### src/rtl/line_event_arbiter.sv
// line_event_arbiter
// Turns a synchronized multi-line bus into an ordered stream of timestamped
// edge events. Each line has a glitch filter and a one-deep pending slot. A
// round-robin arbiter shares one valid/ready event port among all lines.
//
// Ports:
//   sys_clk        system clock, rising edge
//   n_rst          asynchronous active-low reset
//   in_line        synchronized line levels
//   enable         1 = capture new events, 0 = filters track only
//   clr_overflow   single-cycle pulse clearing all overflow bits
//   filt_line      filtered line levels
//   out_valid      event available
//   out_ready      consumer accepts when out_valid & out_ready
//   out_index      line that produced the event
//   out_level      new filtered level (1 = rising, 0 = falling)
//   out_timestamp  timestamp of the qualifying edge
//   overflow       sticky per-line dropped-event flags
module line_event_arbiter #(
  parameter int                 WIDTH       = 4,
  parameter int                 FILTER_LEN  = 3,
  parameter int                 TS_WIDTH    = 16,
  parameter logic [WIDTH-1:0]   RESET_LEVEL = {WIDTH{1'b1}},
  parameter int                 IDX_W       = (WIDTH > 1) ? $clog2(WIDTH) : 1
) (
  input  logic                sys_clk,
  input  logic                n_rst,
  input  logic [WIDTH-1:0]    in_line,
  input  logic                enable,
  input  logic                clr_overflow,
  output logic [WIDTH-1:0]    filt_line,
  output logic                out_valid,
  input  logic                out_ready,
  output logic [IDX_W-1:0]    out_index,
  output logic                out_level,
  output logic [TS_WIDTH-1:0] out_timestamp,
  output logic [WIDTH-1:0]    overflow
);

  localparam int              CNT_W    = (FILTER_LEN > 1) ? $clog2(FILTER_LEN) : 1;
  localparam logic [CNT_W-1:0] CNT_LAST = CNT_W'(FILTER_LEN - 1);
  localparam logic [IDX_W-1:0] IDX_LAST = IDX_W'(WIDTH - 1);

  logic [TS_WIDTH-1:0] ts_r;
  logic [CNT_W-1:0]    cnt_r      [WIDTH];
  logic [WIDTH-1:0]    pending_r;
  logic [WIDTH-1:0]    pend_level_r;
  logic [TS_WIDTH-1:0] pend_ts_r  [WIDTH];
  logic [IDX_W-1:0]    last_grant_r;

  logic [WIDTH-1:0]    qual_s;
  logic [WIDTH-1:0]    grant_vec_s;
  logic [WIDTH-1:0]    capture_s;
  logic [WIDTH-1:0]    ovf_set_s;
  logic                found_s;
  logic                load_s;
  logic                grant_s;
  logic [IDX_W-1:0]    pick_s;
  logic [IDX_W-1:0]    cand_s;

  // Edge qualification: line differs from its filtered level for the last filter sample
  always_comb begin
    qual_s = '0;
    for (int i = 0; i < WIDTH; i++) begin
      qual_s[i] = (in_line[i] != filt_line[i]) && (cnt_r[i] == CNT_LAST);
    end
  end

  // Round-robin scan: walk offsets from far to near so the nearest set bit after last_grant wins
  always_comb begin
    found_s = 1'b0;
    pick_s  = '0;
    cand_s  = '0;
    for (int k = WIDTH - 1; k >= 0; k--) begin
      cand_s  = IDX_W'((int'(last_grant_r) + 1 + k) % WIDTH);
      found_s = found_s | pending_r[cand_s];
      pick_s  = pending_r[cand_s] ? cand_s : pick_s;
    end
  end

  // Output-port handshake, grant decode and capture/overflow decisions
  always_comb begin
    load_s      = !out_valid || out_ready;
    grant_s     = load_s && found_s;
    grant_vec_s = '0;
    capture_s   = '0;
    ovf_set_s   = '0;
    for (int i = 0; i < WIDTH; i++) begin
      grant_vec_s[i] = grant_s && (pick_s == IDX_W'(i));
      // A slot being drained this cycle can accept the new event without loss
      capture_s[i]   = qual_s[i] && enable && (!pending_r[i] || grant_vec_s[i]);
      ovf_set_s[i]   = qual_s[i] && enable && pending_r[i] && !grant_vec_s[i];
    end
  end

  // Free-running timestamp counter
  always_ff @(posedge sys_clk or negedge n_rst) begin
    if (!n_rst) begin
      ts_r <= '0;
    end else begin
      ts_r <= ts_r + TS_WIDTH'(1);
    end
  end

  // Per-line glitch filter counters and filtered levels
  always_ff @(posedge sys_clk or negedge n_rst) begin
    if (!n_rst) begin
      filt_line <= RESET_LEVEL;
      for (int i = 0; i < WIDTH; i++) begin
        cnt_r[i] <= '0;
      end
    end else begin
      for (int i = 0; i < WIDTH; i++) begin
        if (in_line[i] == filt_line[i]) begin
          cnt_r[i] <= '0;
        end else if (cnt_r[i] == CNT_LAST) begin
          filt_line[i] <= in_line[i];
          cnt_r[i]     <= '0;
        end else begin
          cnt_r[i] <= cnt_r[i] + CNT_W'(1);
        end
      end
    end
  end

  // Pending slots: capture takes priority over the grant clear of the same slot
  always_ff @(posedge sys_clk or negedge n_rst) begin
    if (!n_rst) begin
      pending_r    <= '0;
      pend_level_r <= '0;
      for (int i = 0; i < WIDTH; i++) begin
        pend_ts_r[i] <= '0;
      end
    end else begin
      for (int i = 0; i < WIDTH; i++) begin
        if (capture_s[i]) begin
          pending_r[i]    <= 1'b1;
          pend_level_r[i] <= in_line[i];
          pend_ts_r[i]    <= ts_r;
        end else if (grant_vec_s[i]) begin
          pending_r[i] <= 1'b0;
        end else begin
          pending_r[i] <= pending_r[i];
        end
      end
    end
  end

  // Sticky overflow flags: a new overflow in the clearing cycle survives the clear
  always_ff @(posedge sys_clk or negedge n_rst) begin
    if (!n_rst) begin
      overflow <= '0;
    end else begin
      overflow <= (clr_overflow ? {WIDTH{1'b0}} : overflow) | ovf_set_s;
    end
  end

  // Output event register and round-robin pointer
  always_ff @(posedge sys_clk or negedge n_rst) begin
    if (!n_rst) begin
      out_valid     <= 1'b0;
      out_index     <= '0;
      out_level     <= 1'b0;
      out_timestamp <= '0;
      last_grant_r  <= IDX_LAST;
    end else if (load_s) begin
      if (found_s) begin
        out_valid     <= 1'b1;
        out_index     <= pick_s;
        out_level     <= pend_level_r[pick_s];
        out_timestamp <= pend_ts_r[pick_s];
        last_grant_r  <= pick_s;
      end else begin
        out_valid <= 1'b0;
      end
    end else begin
      out_valid <= out_valid;
    end
  end

endmodule

### config.mk
export PLATFORM = sky130hd
export DESIGN_NAME = line_event_arbiter
export DESIGN_NICKNAME = d
export VERILOG_FILES = /design/src/rtl/line_event_arbiter.sv
export SDC_FILE = /design/constraint.sdc
export NUM_CORES = 1
export LEC_CHECK = 0
export CORE_UTILIZATION = 46
export CTS_BUF_LIST = sky130_fd_sc_hd__clkbuf_8
export DETAILED_ROUTE_END_ITERATION = 16
export GPL_ROUTABILITY_DRIVEN = 0
export GPL_TIMING_DRIVEN = 1
export PLACE_DENSITY_LB_ADDON = 0.12
export SLEW_MARGIN = 20
export SYNTH_ARGS = -nofsm -noshare
export SYNTH_HDL_FRONTEND = slang
export SYNTH_SLANG_ARGS = --single-unit
export TNS_END_PERCENT = 20
### constraint.sdc
create_clock -name sys_clk -period 1.9 [get_ports sys_clk]
set_input_delay 0.475 -clock sys_clk [delete_from_list [all_inputs] [get_ports sys_clk]]
set_output_delay 0.475 -clock sys_clk [all_outputs]
set_load 0.01 [all_outputs]
---- After elaboration in Yosys (flattened, before gate mapping) ----
Cells that the tools add are included.
word-level totals
  bits of input ports ..................... 9
  register bits after elaboration ......... 126
operators by class
  reductions and logical operators ........ 49
  $lt $le $gt $ge ......................... 6
  equal/unequal tests ..................... 15
  bitwise logic cells ..................... 9
  muxes and demuxes ....................... 35
  $add $sub $neg .......................... 9
operators with widths
  kind                                                         number
  binary-select mux 16 bit (select 2 bit)                      1
  two-way mux 16 bit                                           2
  logical AND 1 bit                                            25
  two-way mux 2 bit                                            12
  adder 16 x 1 -> 16 bit (second input constant)               1
  less-than comparator 2 x 3 -> 1 bit (second input constant)  5
  two-way mux 1 bit                                            14
  adder 2 x 1 -> 2 bit (second input constant)                 6
  == test 2 bit (second input constant)                        6
  binary-select mux 1 bit (select 2 bit)                       5
  AND reduction 2 bit                                          5
  zero test 1 bit                                              9
  nonzero test 2 bit                                           4
  logical OR 1 bit                                             5
  adder 2 bit (second input constant)                          2
  == test 1 bit                                                4
  two-way mux 4 bit                                            1
  inequality test 1 bit                                        4
  NOT 1 bit                                                    4
  OR 4 bit                                                     1
  >= comparator 3 bit (second input constant)                  1
  NOT 2 -> 3 bit                                               1
  OR 1 bit                                                     3
  == test 2 x 1 -> 1 bit (second input constant)               1
  zero test 2 bit                                              1

---- Logic depth before layout (Yosys ltp) ----
Gate-level depths: netlist of run 1.
  word-level depth ........................ 13
  gate-level depth with buffers ........... 9
  gate-level depth less buffers ........... 6

---- Worst setup path before layout of run 1 ----
No wires, ideal clock.
  kind .................................... register to register
  start point ............................. register last_grant_r[1]
  end point ............................... register pend_ts_r[10] (netlist bit)
  stages on the path, launching flop included .. 9
  path slack .............................. -161 ps
  buffers on the path ..................... 2
  period minus slack after synthesis ...... 2061 ps
  library setup time ...................... 125 ps
  arrival ................................. 1936 ps
  cells stage by stage .................... dfstp_2 -> and3b_1 -> nor3_2 -> or3_4 -> o21ai_2 -> nand2b_1 -> buf_4 -> buf_6 -> mux2_4
on the way
  word-level cells in the longest chain between the ends .. 12
ends and longest elaborated chain
  what                                     line    RTL
  start: declaration                       49      logic [IDX_W-1:0] last_grant_r;
  start signal: assignment                 172     last_grant_r <= pick_s;
  adder 2 x 1 -> 2 bit (*)                 75      cand_s = IDX_W'((int'(last_grant_r) + 1 + k) % WIDTH);
  adder 2 x 1 -> 2 bit                     75
  binary-select mux 1 bit (select 2 bit)   76, 77
  two-way mux 1 bit (implied by the code)  76, 77
  two-way mux 2 bit (4 in series)          77      pick_s = pending_r[cand_s] ? cand_s : pick_s;
  == test 2 bit                            89      grant_vec_s[i] = grant_s && (pick_s == IDX_W'(i));
  logical AND 1 bit (*)                    89
  logical OR 1 bit (*)                     91      capture_s[i] = qual_s[i] && enable && (!pending_r[i] || grant_vec_s[i]);
  logical AND 1 bit (*)                    91
  end signal: indexed assignment           139     pend_ts_r[i] <= ts_r;
  end: declaration                         48      logic [TS_WIDTH-1:0] pend_ts_r [WIDTH];
Mark *: on every way between the ends. The rest lies on a longest branch, timed or not. The select of a mux whose other input is x is not followed.
A chain may end at the register's enable or synchronous reset.

---- Worst setup path in the final report of run 1 ----
  start point ............................. register last_grant_r[1]
  end point ............................... register pend_ts_r[19] (netlist bit)
Same word-level chain as after synthesis.

==> out/metrics.cfg, run 1 <==
[finish]
fin_util = 0.5957
fill_cells = 939
stdcell_area_mm2 = 0.006889
mostFrequentLayoutCells = dfrtp_1 (120), mux2_4 (46), buf_4 (38)
fin_nets = 494
n_antenna_cell = 0
drive_above_1_share = 0.3461
syn_to_final_growth_pct = 24.35
final_common_cell = dfrtp_1
final_cells = 640

[global_routing]
grt_max_degree = 61
grt_pass1_wl_um = 18170
antenna_found_initial = 0
grt_pass1_vias = 3462
track_usage = 0.1939
grt_overflow = 0

[timing]
period_share = 1.095
post-route-worst-setup-slack_ns = -0.1807
setup_viol = 78
finalSetupTns_ns = -9.125
fmax_ghz = 0.4806
hold_viol = 0
maxSlewViolCount = 0
tightestPinTransition_ns = 0.3201
hold_slack_ns = 0.4436
min_period_ns = 2.081
rsz0062_at_grt = true
slew_headroom = 0.7866
finClkSkew_ns = 0.008254

[place]
post_dp_cell_area_mm2 = 0.006366
dpl.hpwl_um = 7099
place_ws_ns = -0.4067
io_buffers = 36
placed_cells = 606

[detailed_routing]
postRouteAntennaNets = 0
first_iter_violations = 129
wire_per_inst_um = 17.21
first_pass_iters = 10
drc = 1
dr_total_vias = 3304
wl_um = 11010
vias_per_cell = 5.163

[worst_hold_path]
min-delay-start = cnt_r[0]
min_path_type = register to register

[floorplanning]
rows = 39
initial_core_util = 0.4791
ios = 37
dieArea_mm2 = 0.01249
die_w_um = 111.7
core_mm2 = 0.01156
die_h_um = 111.7

[worst_setup_path]
path_max_fanout = 9
crit_end = pend_ts_r[19]
start_kind = register
path_class = register to register
timing.reg2reg.setup_slack_ns = -0.18
end_kind = register
reg2regPathDepth = 7
startpoint = last_grant_r[1]
worstPathArrival_ns = 2.40
critPathRequiredTime_ns = 2.22
r2r_end = pend_ts_r[19]
reg2reg_from = last_grant_r[1]

[logic_synthesis]
synthCells = 402
synth.mux.area_fraction = 0.2407
syn-cell-area_mm2 = 0.005540
ys_seq_area_frac = 0.5705
synth_compound_area_frac = 0.05939
yosysUniqueCellTypes = 40
synth_fp_nets = 412
synth_top_area_frac = 0.5420
yosys-top-cells-area = dfrtp_1 (54%), mux2_4 (11%), mux2_2 (6.9%), mux2i_1 (6.3%), dfstp_2 (2.8%)
synthAdderAreaFrac = 0.002258
synth-simple-area-share = 0.07136
yosysTopAreaCell = dfrtp_1
synth_seq_cells = 126
synth_warnings = 0
synth_top_family_by_area = multiplexers
syn_avg_cell_area_um2 = 13.78
synth-xor-area-share = 0.02846

[clock_tree]
htree_num_levels = 4
clock_path_buffers = 2
root_buffer = clkbuf_8
clkTransAtPathRegs_ns = 0.06
tritoncts = done
cts.sinks = 126
clock_latency_ns = 0.44
cts_buffers = 17

[power_and_ir_drop]
power_mw = 9.759
leakage_nw = 3.396
ir_drop_v = 0.0009195
p_per_area_mw_per_mm2 = 1417

[outcome]
outcome = complete, but fails checks
violations = DRC, setup timing

[flow_run]
maxCapViolations = 0

## cell usage after synthesis
cell type and instances:
a21boi_0 1, a21o_1 1, a21oi_1 1, and2_0 1, and3_1 4, and3b_1 1
and4_1 1, buf_2 4, buf_4 3, buf_6 5, clkbuf_1 9, dfrtp_1 120
dfstp_2 6, ha_1 1, inv_1 5, mux2_2 34, mux2_4 40, mux2i_1 35
nand2_1 29, nand2b_1 6, nand3_1 5, nand3b_1 4, nand4_1 3, nor2_1 2
nor2b_1 6, nor3_1 4, nor3_2 1, nor3b_1 4, o21a_1 1, o21ai_0 17
o21ai_1 2, o21ai_2 3, o21bai_1 17, o21bai_4 1, o22a_1 1, o22ai_1 4
or3_4 1, or4b_2 1, xnor2_1 16, xor2_1 2
## critical path, stage by stage, from the launching register on
cell and delay, ns:
dfstp_2 0.58, and3b_1 0.18, nor3_2 0.06, or3_4 0.38, o21ai_4 0.18, nand2b_4 0.10
buf_12 0.16, mux2_4 0.30
## metal layers
metal | up-vias | GRT usage | wire length [um]
li1 | 1579 | - | -
met3 | 15 | 0.05063 | 229
met2 | 36 | 0.2882 | 5172
met4 | 0 | 0.08378 | 180
met5 | - | 0 | 0
met1 | 1674 | 0.2688 | 5430
## cell type report
cell class	instances	area, um^2	share of cell area
clock buffer	25	344.1	0.04995
clock inverter	7	57.56	0.008355
inverter	5	18.77	0.002724
multi-input combinational	250	2292	0.3327
sequential	126	3161	0.4588
tap	143	178.9	0.02597
timing repair buffer	84	837.1	0.1215
## timing repair
| action | in CTS | in global routing |
|---|---|---|
| gates cloned | 0 | 1 |
| pin swaps | 0 | 1 |
| hold buffers | 1 | 0 |
| gates resized for setup | 6 | 33 |
| buffers inserted | 0 | 0 |
| endpoints found under the hold margin | 20 | 0 |
| endpoints found under the setup margin | 89 | 85 |
## power breakdown
group / internal [mW] / switching [mW]
sequential: 3.29 / 0.366
combinational: 2.06 / 1.77
clock: 1.30 / 0.974
total: 6.65 / 3.11
## worst min-delay path by stage
stage	end	slack (ns)	depth (start not counted)
final	cnt_r[0]	0.44	1
after global routing	cnt_r[4]	0.46	1
after CTS	cnt_r[2]	0.45	2
after detailed placement	cnt_r[2]	0.40	1
after global placement	cnt_r[2]	0.39	1
after floorplan	cnt_r[0]	0.18	0
## registers in the layout (all words and copies together) (netlist names)
register,cells
pend_ts_r,64
out_timestamp,16
ts_r,16
cnt_r,8
filt_line,4
overflow,4
pend_level_r,4
pending_r,4
last_grant_r,2
out_index,2
out_level,1
out_valid,1
## cells by family (layout without fill, tap and decap cells)
group / count (synthesis) / count (layout)
AND/OR/NAND/NOR: 73 / 73
adder cells (fa/ha/maj): 1 / 1
AO/OA/AOI/OAI: 49 / 49
XOR/XNOR: 18 / 18
flip-flops: 126 / 126
multiplexers: 109 / 109
buffers and inverters: 26 / 121
(Power assumes the default switching activity.)
==> run 2, diff against run 1 <==
Settings changed: MAX_ROUTING_LAYER set to met4, SKIP_LAST_GASP set to 1, SLEW_MARGIN 20 to 5.
==> out/metrics.cfg, run 2 (synthesis gave the netlist of run 1 again) <==
[finish]
syn_to_final_growth_pct = 24.32  ; was 24.35%
largest_reg_flops = 64  ; unchanged
drive_above_1_share = 0.3427  ; was 0.3461
fin_util = 0.5956  ; was 0.5957
top_register = pend_ts_r  ; unchanged
n_antenna_cell = 0  ; unchanged
fin_nets = 496  ; was 494
final_common_cell = dfrtp_1  ; unchanged
mostFrequentLayoutCells = dfrtp_1 (120), mux2_4 (40), buf_4 (38)  ; was dfrtp_1 (120), mux2_4 (46), buf_4 (38)
fill_cells = 931  ; was 939
top_regs = pend_ts_r: 64 flops, out_timestamp: 16 flops, ts_r: 16 flops  ; unchanged
stdcell_area_mm2 = 0.006888  ; was 0.006889 mm^2

[clock_tree]
tritoncts = done  ; unchanged
clock_latency_ns = 0.44  ; about the same
root_buffer = clkbuf_8  ; unchanged
htree_num_levels = 4  ; unchanged
clkTransAtPathRegs_ns = 0.06  ; about the same
cts.sinks = 126  ; unchanged
cts_buffers = 17  ; unchanged
clock_path_buffers = 2  ; unchanged

[timing]
slew_headroom = 0.7622  ; was 0.7866
post-route-worst-setup-slack_ns = -0.1682  ; was -0.1807 ns
setup_viol = 89  ; was 78
rsz0062_at_grt = true  ; unchanged
finalSetupTns_ns = -10.96  ; was -9.125 ns
maxSlewViolCount = 0  ; unchanged
hold_slack_ns = 0.4442  ; was 0.4436 ns
tightestPinTransition_ns = 0.3536  ; was 0.3201 ns
fmax_ghz = 0.4835  ; was 0.4806 GHz
period_share = 1.089  ; was 1.095
hold_viol = 0  ; unchanged
min_period_ns = 2.068  ; was 2.081 ns
finClkSkew_ns = 0.008749  ; was 0.008254 ns

[worst_setup_path]
timing.reg2reg.setup_slack_ns = -0.17  ; was -0.18 ns
slowest_stage = dfstp_2  ; unchanged
r2r_end = pend_ts_r[1]  ; was pend_ts_r[19]
crit_path_max_incr_delay_ns = 0.54  ; was 0.58 ns
reg2reg_from = last_grant_r[0]  ; was last_grant_r[1]
end_kind = register  ; unchanged
critPathRequiredTime_ns = 2.22  ; about the same
reg2regPathDepth = 7  ; unchanged
crit_chain = and3b_1 > nor3_2 > or3_4 > o21ai_2 > nand2b_1 > buf_12 > mux2_2  ; was and3b_1 > nor3_2 > or3_4 > o21ai_4 > nand2b_4 > buf_12 > mux2_4
path_class = register to register  ; unchanged
path_max_fanout = 17  ; was 9
start_kind = register  ; unchanged
worstPathArrival_ns = 2.39  ; was 2.40 ns

[place]
dpl.hpwl_um = 7099  ; unchanged
post_dp_cell_area_mm2 = 0.006366  ; unchanged
place_ws_ns = -0.4067  ; unchanged
io_buffers = 36  ; unchanged

[power_and_ir_drop]
ir_drop_v = 0.0009966  ; was 0.0009195 V
p_per_area_mw_per_mm2 = 1431  ; was 1417 mW/mm^2
leakage_nw = 3.388  ; was 3.396 nW

[floorplanning]
rows = 39  ; unchanged
core_mm2 = 0.01156  ; unchanged
initial_core_util = 0.4791  ; unchanged
die_w_um = 111.7  ; unchanged
ios = 37  ; unchanged
die_h_um = 111.7  ; unchanged
dieArea_mm2 = 0.01249  ; unchanged

[global_routing]
antenna_found_initial = 0  ; unchanged
grt_pass1_wl_um = 18150  ; was 18170 um
grt_pass1_vias = 3457  ; was 3462
grt_max_degree = 61  ; unchanged
grt_overflow = 0  ; unchanged
track_usage = 0.2003  ; was 0.1939

[detailed_routing]
postRouteAntennaNets = 0  ; unchanged
dr_total_vias = 3308  ; was 3304
vias_per_cell = 5.153  ; was 5.163
first_iter_violations = 126  ; was 129
first_pass_iters = 10  ; unchanged
wire_per_inst_um = 17.04  ; was 17.21 um
wl_um = 10940  ; was 11010 um
drc = 1  ; unchanged

[outcome]
violations = DRC, setup timing  ; unchanged
outcome = complete, but fails checks  ; unchanged

[worst_hold_path]
min_path_type = register to register  ; unchanged
min_path_cells = 1  ; unchanged
min-delay-start = cnt_r[0]  ; unchanged
holdPathEnd = cnt_r[0]  ; unchanged

[flow_run]
maxCapViolations = 0  ; unchanged

## run 2: cell types whose count changed in the layout (fill, tap and decap cells not counted), moves of 4 or more
| cell | previous run | this run |
|---|---|---|
| o21ai_0 | 5 | 16 |
| dlygate4sd2_1 | 4 | 0 |
| mux2_4 | 46 | 40 |
| clkdlybuf4s50_1 | 31 | 35 |
| mux2_2 | 28 | 34 |
| o21ai_1 | 12 | 2 |
## run 2: how the worst max path moves through the flow
stage | from | to | cells after the start
after detailed placement | out_ready | pend_ts_r[19] | 7
final | last_grant_r[0] | pend_ts_r[1] | 7
after CTS | last_grant_r[1] | pend_ts_r[19] | 7
after global routing | last_grant_r[0] | pend_ts_r[0] | 7
after floorplan | last_grant_r[1] | pend_ts_r[10] | 8
after global placement | out_ready | pend_ts_r[7] | 7
## run 2: worst max-delay path, delay by kind of cell (launching register included)
family,cells,cell delay [ns]
compound gates,1,0.06
buf+inv,1,0.20
mux,1,0.35
flops,1,0.54
simple gates,4,0.80
## run 2: area by class of cell
type                       count  area, um^2  area share
clock buffer                  25       344.1     0.04995
multi-input combinational    250        2258      0.3279
tap                          143       178.9     0.02598
timing repair buffer          86       869.6      0.1262
clock inverter                 7       57.56    0.008356
sequential                   126        3161      0.4589
inverter                       5       18.77    0.002725
## run 2: metrics by stage
| stage | cells | power, mW |
|---|---|---|
| floorplan | 402 | 5.833 |
| global placement | 606 | 7.195 |
| detailed placement | 606 | 7.280 |
| CTS | 639 | 9.594 |
| global route | 642 | 10.42 |
| finish | 642 | 9.857 |
## run 2: report_power, final
part	total [mW]	switching, mW	internal [mW]
sequential	3.65	0.364	3.29
clock	2.27	0.973	1.30
combinational	3.94	1.77	2.16
total	9.86	3.11	6.75
## run 2: per-layer routing
metal / part of all wire / up-vias / wire length (um) / GRT usage
met4: 0.016 / 0 / 176 / 0.08378
li1: - / 1581 / - / -
met1: 0.49 / 1672 / 5413 / 0.2695
met5: 0 / - / 0 / -
met3: 0.025 / 15 / 277 / 0.05226
met2: 0.46 / 40 / 5073 / 0.2870
## run 2: timing repair
action                     CTS  global route
cloned                       0             2
gates resized for setup      0            13
pin swaps                    0             1
setup buffers                0             1
hold buffers                 1             0
setup endpoints to repair   89            89
hold endpoints to repair    20             0
